`src/rtl/mem_arbiter.sv`:
```
// Byte-serial memory controller: arbitrates fetch and load/store ports onto the
// 8-bit memory bus, splits accesses into byte cycles and extends load results.
module mem_arbiter #(
  parameter logic [1:0] IO_SEL = 2'b11
) (
  input  logic        clk,
  input  logic        rst,
  input  logic        rdy,
  input  logic        clear,
  input  logic [7:0]  mem_din,
  output logic [7:0]  mem_dout,
  output logic [31:0] mem_a,
  output logic        mem_wr,
  input  logic        io_buffer_full,
  input  logic        if_req,
  input  logic [31:0] if_addr,
  output logic        if_done,
  output logic [31:0] if_data,
  input  logic        ls_req,
  input  logic        ls_we,
  input  logic [1:0]  ls_size,
  input  logic        ls_signed,
  input  logic [31:0] ls_addr,
  input  logic [31:0] ls_wdata,
  output logic        ls_done,
  output logic [31:0] ls_rdata
);

  localparam int unsigned AW = 32;
  localparam int unsigned CW = 3;

  typedef enum logic [1:0] {IDLE, READ, WRITE} state_t;

  state_t          state_q, state_d;
  logic            port_q;        // 1 = data port, 0 = fetch port
  logic [AW-1:0]   base_q;
  logic [CW-1:0]   len_q, idx_q, rcv_q;
  logic [1:0]      size_q;
  logic            signed_q;
  logic [31:0]     wdata_q;
  logic [31:0]     rbuf_q;
  logic            rd_vld_q;      // mem_a carries a read address this cycle
  logic            rd_pend_q;     // mem_din carries the byte for last cycle's address
  logic            frz_q;         // previous cycle was frozen by rdy
  logic            mem_wr_q;

  logic            go_ls_c, go_if_c, finish_c, wr_hold_c;
  logic [CW-1:0]   grant_len_c;
  logic [31:0]     merged_c, ext_c, io_addr_c;
  logic [7:0]      wbyte_c;

  // Arbitration and next-state; a port is masked while its done pulse is high
  always_comb begin
    state_d  = state_q;
    go_ls_c  = 1'b0;
    go_if_c  = 1'b0;
    finish_c = 1'b0;
    if (rdy) begin
      case (state_q)
        IDLE: begin
          if (!clear) begin
            if (ls_req && !ls_done) begin
              go_ls_c = 1'b1;
              state_d = ls_we ? WRITE : READ;
            end else if (if_req && !if_done) begin
              go_if_c = 1'b1;
              state_d = READ;
            end
          end
        end
        READ: begin
          if (clear) begin
            state_d = IDLE;
          end else if (!frz_q && rd_pend_q && (CW'(rcv_q + CW'(1)) == len_q)) begin
            finish_c = 1'b1;
            state_d  = IDLE;
          end
        end
        WRITE: begin
          if (idx_q == len_q) begin
            finish_c = 1'b1;
            state_d  = IDLE;
          end
        end
        default: state_d = IDLE;
      endcase
    end
  end

  always_comb begin
    grant_len_c = CW'(4);
    if (go_ls_c) begin
      case (ls_size)
        2'b00:   grant_len_c = CW'(1);
        2'b01:   grant_len_c = CW'(2);
        default: grant_len_c = CW'(4);
      endcase
    end
    io_addr_c = (state_q == IDLE) ? ls_addr : base_q;
    wr_hold_c = (io_addr_c[17:16] == IO_SEL) && io_buffer_full;
    case (idx_q[1:0])
      2'd0:    wbyte_c = wdata_q[7:0];
      2'd1:    wbyte_c = wdata_q[15:8];
      2'd2:    wbyte_c = wdata_q[23:16];
      default: wbyte_c = wdata_q[31:24];
    endcase
  end

  // Gathered word including the byte arriving this cycle, then load extension
  always_comb begin
    merged_c = rbuf_q;
    case (rcv_q[1:0])
      2'd0:    merged_c[7:0]   = mem_din;
      2'd1:    merged_c[15:8]  = mem_din;
      2'd2:    merged_c[23:16] = mem_din;
      default: merged_c[31:24] = mem_din;
    endcase
    case (size_q)
      2'b00:   ext_c = {{24{signed_q & merged_c[7]}}, merged_c[7:0]};
      2'b01:   ext_c = {{16{signed_q & merged_c[15]}}, merged_c[15:0]};
      default: ext_c = merged_c;
    endcase
  end

  always_ff @(posedge clk or negedge rst) begin
    if (!rst) state_q <= IDLE;
    else      state_q <= state_d;
  end

  always_ff @(posedge clk or negedge rst) begin
    if (!rst) begin
      port_q    <= 1'b0;
      base_q    <= '0;
      len_q     <= '0;
      idx_q     <= '0;
      rcv_q     <= '0;
      size_q    <= '0;
      signed_q  <= 1'b0;
      wdata_q   <= '0;
      rbuf_q    <= '0;
      rd_vld_q  <= 1'b0;
      rd_pend_q <= 1'b0;
      frz_q     <= 1'b0;
      mem_wr_q  <= 1'b0;
      mem_a     <= '0;
      mem_dout  <= '0;
      if_done   <= 1'b0;
      ls_done   <= 1'b0;
      if_data   <= '0;
      ls_rdata  <= '0;
    end else if (!rdy) begin
      frz_q <= 1'b1;
    end else begin
      frz_q    <= 1'b0;
      if_done  <= 1'b0;
      ls_done  <= 1'b0;
      mem_wr_q <= 1'b0;
      case (state_q)
        IDLE: begin
          if (go_ls_c || go_if_c) begin
            port_q    <= go_ls_c;
            base_q    <= go_ls_c ? ls_addr : if_addr;
            len_q     <= grant_len_c;
            size_q    <= go_ls_c ? ls_size : 2'b10;
            signed_q  <= go_ls_c && ls_signed;
            wdata_q   <= ls_wdata;
            rbuf_q    <= '0;
            rcv_q     <= '0;
            rd_pend_q <= 1'b0;
            mem_a     <= go_ls_c ? ls_addr : if_addr;
            if (go_ls_c && ls_we) begin
              rd_vld_q <= 1'b0;
              if (wr_hold_c) begin
                idx_q <= '0;
              end else begin
                idx_q    <= CW'(1);
                mem_dout <= ls_wdata[7:0];
                mem_wr_q <= 1'b1;
              end
            end else begin
              idx_q    <= CW'(1);
              rd_vld_q <= 1'b1;
            end
          end
        end
        READ: begin
          if (clear) begin
            rd_vld_q  <= 1'b0;
            rd_pend_q <= 1'b0;
          end else if (frz_q) begin
            // A freeze breaks the address/data pairing: restart from the first missing byte
            mem_a     <= base_q + AW'(rcv_q);
            idx_q     <= CW'(rcv_q + CW'(1));
            rd_vld_q  <= 1'b1;
            rd_pend_q <= 1'b0;
          end else if (finish_c) begin
            rd_vld_q  <= 1'b0;
            rd_pend_q <= 1'b0;
            rcv_q     <= CW'(rcv_q + CW'(1));
            if (port_q) begin
              ls_done  <= 1'b1;
              ls_rdata <= ext_c;
            end else begin
              if_done <= 1'b1;
              if_data <= merged_c;
            end
          end else begin
            if (rd_pend_q) begin
              rbuf_q <= merged_c;
              rcv_q  <= CW'(rcv_q + CW'(1));
            end
            rd_pend_q <= rd_vld_q;
            if (idx_q < len_q) begin
              mem_a    <= base_q + AW'(idx_q);
              idx_q    <= CW'(idx_q + CW'(1));
              rd_vld_q <= 1'b1;
            end else begin
              rd_vld_q <= 1'b0;
            end
          end
        end
        WRITE: begin
          if (finish_c) begin
            ls_done <= 1'b1;
          end else if (!wr_hold_c) begin
            mem_a    <= base_q + AW'(idx_q);
            mem_dout <= wbyte_c;
            mem_wr_q <= 1'b1;
            idx_q    <= CW'(idx_q + CW'(1));
          end
        end
        default: ;
      endcase
    end
  end

  assign mem_wr = mem_wr_q & rdy;

endmodule
```
`config.mk`:
```
export PLATFORM = sky130hd
export DESIGN_NAME = mem_arbiter
export DESIGN_NICKNAME = d
export VERILOG_FILES = /design/src/rtl/mem_arbiter.sv
export SDC_FILE = /design/constraint.sdc
export NUM_CORES = 1
export LEC_CHECK = 0
export BUFFER_PORTS_ARGS = -buffer_cell sky130_fd_sc_hd__clkbuf_2
export CAP_MARGIN = 20
export CORE_MARGIN = 1
export CORE_UTILIZATION = 45
export DETAILED_ROUTE_END_ITERATION = 10
export PLACE_DENSITY = 0.67
export SLEW_MARGIN = 5
export SYNTH_ARGS = -nofsm -noshare
export SYNTH_HDL_FRONTEND = slang
export SYNTH_SLANG_ARGS = --single-unit
```
`constraint.sdc`:
```
create_clock -name clk -period 6.86 [get_ports clk]
set_input_delay 1.029 -clock clk [delete_from_list [all_inputs] [get_ports clk]]
set_output_delay 1.029 -clock clk [all_outputs]
set_load 0.02 [all_outputs]
```
Word level (Yosys, flattened, before mapping)
Index checks and enable logic that the tools add are counted.
{ "totals": {"reg_bits": 221, "latchBits": 0, "ramBits": 0, "romBits": 0, "in_bits": 115, "mem_count": 0} }
{ "op_classes": {"n_addsub": 4, "multipliers": 0, "n_div": 0, "magnitude_cmp": 1, "eq_ne": 27, "n_shift": 0, "mux": 98, "bitwise_logic": 6, "n_reduce_logical": 29} }
{ "ops": {"columns": ["cell", "n"], "rows": [
  ["2-to-1 mux 32 bit", 13],
  ["case mux 32 bit (2 select lines)", 2],
  ["case mux 32 bit (3 select lines)", 1],
  ["2-to-1 mux 8 bit", 9],
  ["adder 32 x 3 -> 32 bit", 2],
  ["2-to-1 mux 3 bit", 14],
  ["2-to-1 mux 1 bit", 39],
  ["case mux 8 bit (3 select lines)", 1],
  ["2-to-1 mux 18 bit", 1],
  ["inequality test 2 bit (second input constant)", 9],
  ["AND reduction 6 bit", 3],
  ["2-to-1 mux 2 bit", 8],
  ["case mux 8 bit (2 select lines)", 1],
  ["inequality test 3 bit (second input constant)", 5],
  ["AND reduction 7 bit", 2],
  ["case mux 3 bit (2 select lines)", 2],
  ["== test 2 x 1 -> 1 bit (second input constant)", 5],
  ["logical NOT 2 bit", 5],
  ["case mux 1 bit (2 select lines)", 5],
  ["case mux 3 bit (3 select lines)", 1],
  ["== test 2 bit (second input constant)", 4],
  ["AND reduction 8 bit", 1],
  ["logical AND 1 bit", 7],
  ["adder 3 x 1 -> 3 bit (second input constant)", 2],
  ["13 further kinds", 23]
]} }

Longest topological paths before layout
{ "depth": {"depth_word": 11, "depth_mapped": 11, "depth_no_buf": 9} }

Least setup slack after synthesis
Ideal clock, no wire load.
{ "synth_path": {"path_type": "input to register", "from": "input port ls_req", "to": "register mem_a[13]", "setup_ps": 104, "t_arrival_ps": 2486, "required_ps": 6756, "setup_slack_ps": 4270, "stages": 6, "n_path_buf": 1, "cell_sequence": "nor2b_1 -> o21ai_0 -> a221oi_4 -> nand3_2 -> buf_2 -> o41ai_2"} }
{ "synth_between": {"elab_chain_len": 8, "word_cells_on_any_way": 15, "classes_between": "1 x eq/ne; 11 x mux; 3 x reduce/logical"} }
{ "synth_rtl": {"columns": ["item", "line", "source"], "rows": [
  ["from (decl)", "19", "input logic ls_req,"],
  ["logical AND 1 bit *", "62", "if (ls_req && !ls_done) begin"],
  ["2-to-1 mux 1 bit", "62", null],
  ["2-to-1 mux 1 bit", "61", "if (!clear) begin"],
  ["2-to-1 mux 1 bit", "59", "case (state_q)"],
  ["2-to-1 mux 1 bit", "58", "if (rdy) begin"],
  ["2-to-1 mux 32 bit / logical OR 1 bit (equally long branches)", "170, 160", null],
  ["2-to-1 mux 32 bit / inequality test 2 x 1 -> 1 bit (equally long branches)", null, null],
  ["case mux 32 bit (3 select lines) / AND reduction 8 bit (equally long branches)", null, null],
  ["to (signal assigned)", "170", "mem_a <= go_ls_c ? ls_addr : if_addr;"],
  ["to (signal assigned)", "192", "mem_a <= base_q + AW'(rcv_q);"],
  ["to (signal assigned)", "214", "mem_a <= base_q + AW'(idx_q);"],
  ["to (decl)", "12", "output logic [31:0] mem_a,"]
]} }
Mark *: on every way between the ends. The rest lies on a longest branch, timed or not. The select of a mux whose other input is x is not followed.
A chain may end at the register's enable or synchronous reset.

Worst setup path after layout
{ "layout_path": {"from": "register state_q[0]", "to": "register mem_a[16]"} }
{ "layout_between": {"elab_chain_len": 6, "word_cells_on_any_way": 24, "classes_between": "9 x eq/ne; 10 x mux; 5 x reduce/logical"} }
{ "layout_rtl": {"columns": ["item", "line", "source"], "rows": [
  ["from (decl)", "34", "state_t state_q, state_d;"],
  ["from (signal assigned)", "127", "else state_q <= state_d;"],
  ["parallel branches: the longest is 6 deep, another holds AND reduction 8 bit", null, null]
]} }
Several ways; the timed one is not identified. The select of a mux whose other input is x is not followed.

==> flow_summary.ini <==
[routing]
wire_per_inst_um = 18.30
viasPerCell = 5.628
dr.pass1.iters = 6
drc = 0
num_vias = 10190
drt_iter0_drc = 923
postRouteAntennaNets = 0
routed_wl_um = 33140

[worst_setup_path]
slowest_stage = ha_1
ff2ff_path_depth = 9
crit_chain = inv_1, ha_1, nor2_1, a211o_1, a221oi_4, nand3_2, buf_16, and2_0, a31o_2
critPathRequiredTime_ps = 7260
worstPathMaxFanout = 29
worstSetupEndpointType = flip-flop
critPathKind = reg2reg
start_kind = flip-flop
cp_data_arrival_time_ps = 4360
slowest_delay_ps = 860

[synth]
avgSynthCellArea_um2 = 9.135
ys_warn_count = 0
synth_edf_count = 0
synthTopCellsByArea = dfrtp_1 47%, nand2_1 9.9%, o21ai_0 6.9%, mux2_2 4.6%, mux2i_1 4.0%
syn-num-nets = 1432
yosys-top-cells-count = 311 x nand2_1, 221 x dfrtp_1, 162 x o21ai_0
ys.flop_type = dfrtp_1
synth_most_common_cell = nand2_1
post-synth-top-area-cell = dfrtp_1
synth_async_sr_flop_share_pct = 100.0
synth_top_area_share_pct = 46.82
syn-cell-area_um2 = 11810
synth-seq-cells = 221
synth_cell_type_count = 76
synth_seq_area_share_pct = 46.82
syn_inst = 1293

[place]
routabilityCongestion = 0.9165
dp.cells = 1766
numPortBuffers = 221
dpl.hpwl_um = 23000

[worst_hold_path]
whs_path_depth = 2
min_path_type = reg2reg

[finish]
nFillCells = 2331
drive_above_1_share_pct = 23.23
antenna_cells = 0
nNetsFinal = 1603
fin_cells = 1811
areaGrowthSynthToFinish_pct = 18.26

[power]
clockPowerShare_pct = 26.4
p_sw_share_pct = 39.44
p_per_area_nw_per_um2 = 373.9
p_int_mw = 3.164
pwr-share-comb_pct = 35.4
seqPwrFrac_pct = 38.2
switching_power_mw = 2.060
p_leak_nw = 6.479
max-vdd-ir-drop_v = 0.0002000

[global_route]
grt_antenna_before_repair = 0
grt.total_usage_pct = 24.95
grt_pass1_vias = 9859
overflow = 0
grt_max_degree = 142
grt_pass1_wl_um = 52920

[sta]
hold_violations = 0
timing.fmax_mhz = 252.9
worst_pin_slew_ps = 1077
finalCritPeriodShare_pct = 57.65
finalCriticalPeriod_ps = 3955
max_slew_margin_pct = 28.20
rsz0062_at_grt = false
finalSetupViolations = 0
fin_setup_tns_ps = 0
finClkSkew_ps = 15.28
maxSlewViolCount = 0

[floorplanning]
io_pins = 222
die_w_um = 164.0
fp.coreArea_um2 = 25470
placement_rows = 58
start_util_pct = 46.37
dieArea_um2 = 26900
die-height_um = 164.0

[cts]
ctsResizeCount = 0
htreeDepth = 1
holdBufCountCts = 0
clk_pin_slew_ps = 60
cts_made_buffers = 25
clk_latency_ps = 510
cts_buffer_depth = 3
cts_setup_buffers = 0
cts_root_buf = clkbuf_16
cts_tree = yes
cts.sinks = 221

[run_status]
outcome = complete, no violations

[flow_run]
drv_cap = 0
[flip-flops by register name, summed over array words and instances (netlist names)]
| register | count |
|---|---|
| base_q | 32 |
| if_data | 32 |
| ls_rdata | 32 |
| mem_a | 32 |
| rbuf_q | 32 |
| wdata_q | 32 |
| mem_dout | 8 |
| idx_q | 3 |
| len_q | 3 |
| rcv_q | 3 |
| size_q | 2 |
| state_q | 2 |
| frz_q | 1 |
| if_done | 1 |
| ls_done | 1 |
| mem_wr_q | 1 |
| port_q | 1 |
| rd_pend_q | 1 |
| rd_vld_q | 1 |
| signed_q | 1 |
[worst max-delay path, delay by kind of cell, from the launching register on]
kind                       cells  cell delay (ps)
DFF                            1              380
adders and majority gates      1              860
AOI/OAI and AO/OA              3              990
buffers and inverters          2              490
and+or+nand+nor                3             1100
[layer usage]
layer	vias up	GRT usage [%]	wire length, µm
met3	52	4.823	2273
li1	4933	-	-
met5	-	0	0
met1	4857	36.19	15460
met2	350	37.75	14620
met4	0	7.071	785
[kinds of logic (layout without fill, tap and decap cells)]
| group | Yosys count | in the layout | synth area share (%) |
|---|---|---|---|
| DFF | 221 | 221 | 46.82 |
| and+or+nand+nor | 475 | 475 | 18.08 |
| AOI/OAI and AO/OA | 354 | 354 | 19.17 |
| muxes | 95 | 95 | 8.559 |
| buffers and inverters | 118 | 306 | 4.131 |
| xor gates and xnor gates | 6 | 6 | 0.5614 |
| adders and majority gates | 24 | 24 | 2.669 |
[cell type report]
type                    count  area [µm²]  share of cell area (%)
multi-input cells         954        5813                   41.62
well taps                 330       412.9                   2.956
inverters                  28       105.1                  0.7524
clock inverters             5       105.1                  0.7524
repair buffers            234        1254                   8.975
clock buffers              39       748.2                   5.357
flip-flops and latches    221        5530                   39.59
[final timing paths]
check                                        from                 endpoint  slack (ps)
setup reg to reg           state_q[0]$_DFFE_PN0P_    mem_a[16]$_DFFE_PN0P_        2910
hold reg to reg             rbuf_q[6]$_DFFE_PN0P_    rbuf_q[6]$_DFFE_PN0P_         470
max in group asynchronous                     rst  wdata_q[20]$_DFFE_PN0P_        4890
min in group asynchronous                     rst     mem_a[8]$_DFFE_PN0P_         640
setup / recovery           state_q[0]$_DFFE_PN0P_    mem_a[16]$_DFFE_PN0P_        2910
hold / removal              rbuf_q[6]$_DFFE_PN0P_    rbuf_q[6]$_DFFE_PN0P_         470
[stage by stage]
step / hold WS, ps / utilization, % / power, mW / setup WS (ps) / area, µm²
detailed placement: 461.7 / 51.38 / 3.847 / 2962 / 13090
CTS: 475.4 / 54.73 / 5.246 / 2946 / 13940
global placement: 454.7 / 51.27 / 3.795 / 2788 / 13060
global route: 488.9 / 54.84 / 5.544 / 2690 / 13970
floorplan: 442.2 / - / 3.217 / 4270 / 11810
finish: 470.2 / 54.84 / 5.223 / 2905 / 13970
[cells in the final DEF (no fill, tap or decap), types with 5 or more instances in the layout]
| master | instances |
|---|---|
| a21o_1 | 6 |
| a21oi_1 | 65 |
| a222oi_1 | 8 |
| a22o_1 | 7 |
| a22oi_1 | 8 |
| a311oi_1 | 5 |
| a31oi_1 | 7 |
| and2_1 | 15 |
| and3_1 | 10 |
| buf_4 | 11 |
| clkbuf_1 | 7 |
| clkbuf_16 | 25 |
| clkbuf_2 | 220 |
| clkbuf_8 | 7 |
| dfrtp_1 | 221 |
| ha_1 | 22 |
| inv_1 | 28 |
| mux2_2 | 48 |
| mux2i_1 | 47 |
| nand2_1 | 311 |
| nand2b_1 | 6 |
| nand3_1 | 17 |
| nand4_1 | 18 |
| nor2_1 | 25 |
| nor2b_1 | 15 |
| nor3_1 | 23 |
| nor4_1 | 8 |
| o211ai_1 | 11 |
| o21a_1 | 5 |
| o21ai_0 | 162 |
| o22ai_1 | 5 |
| o31ai_1 | 10 |
| o41ai_2 | 6 |
| or4_1 | 5 |
[power by group through the flow]
stage	Clock [mW]	Sequential (mW)	Combinational, mW
6_report	1.38	2.00	1.85
5_1_grt	1.46	2.04	2.04
3_3_place_gp	0	2.00	1.79
2_1_floorplan	0	2.00	1.22
4_1_cts	1.41	1.99	1.85
3_5_place_dp	0	2.00	1.84
(Power assumes the default switching activity.)
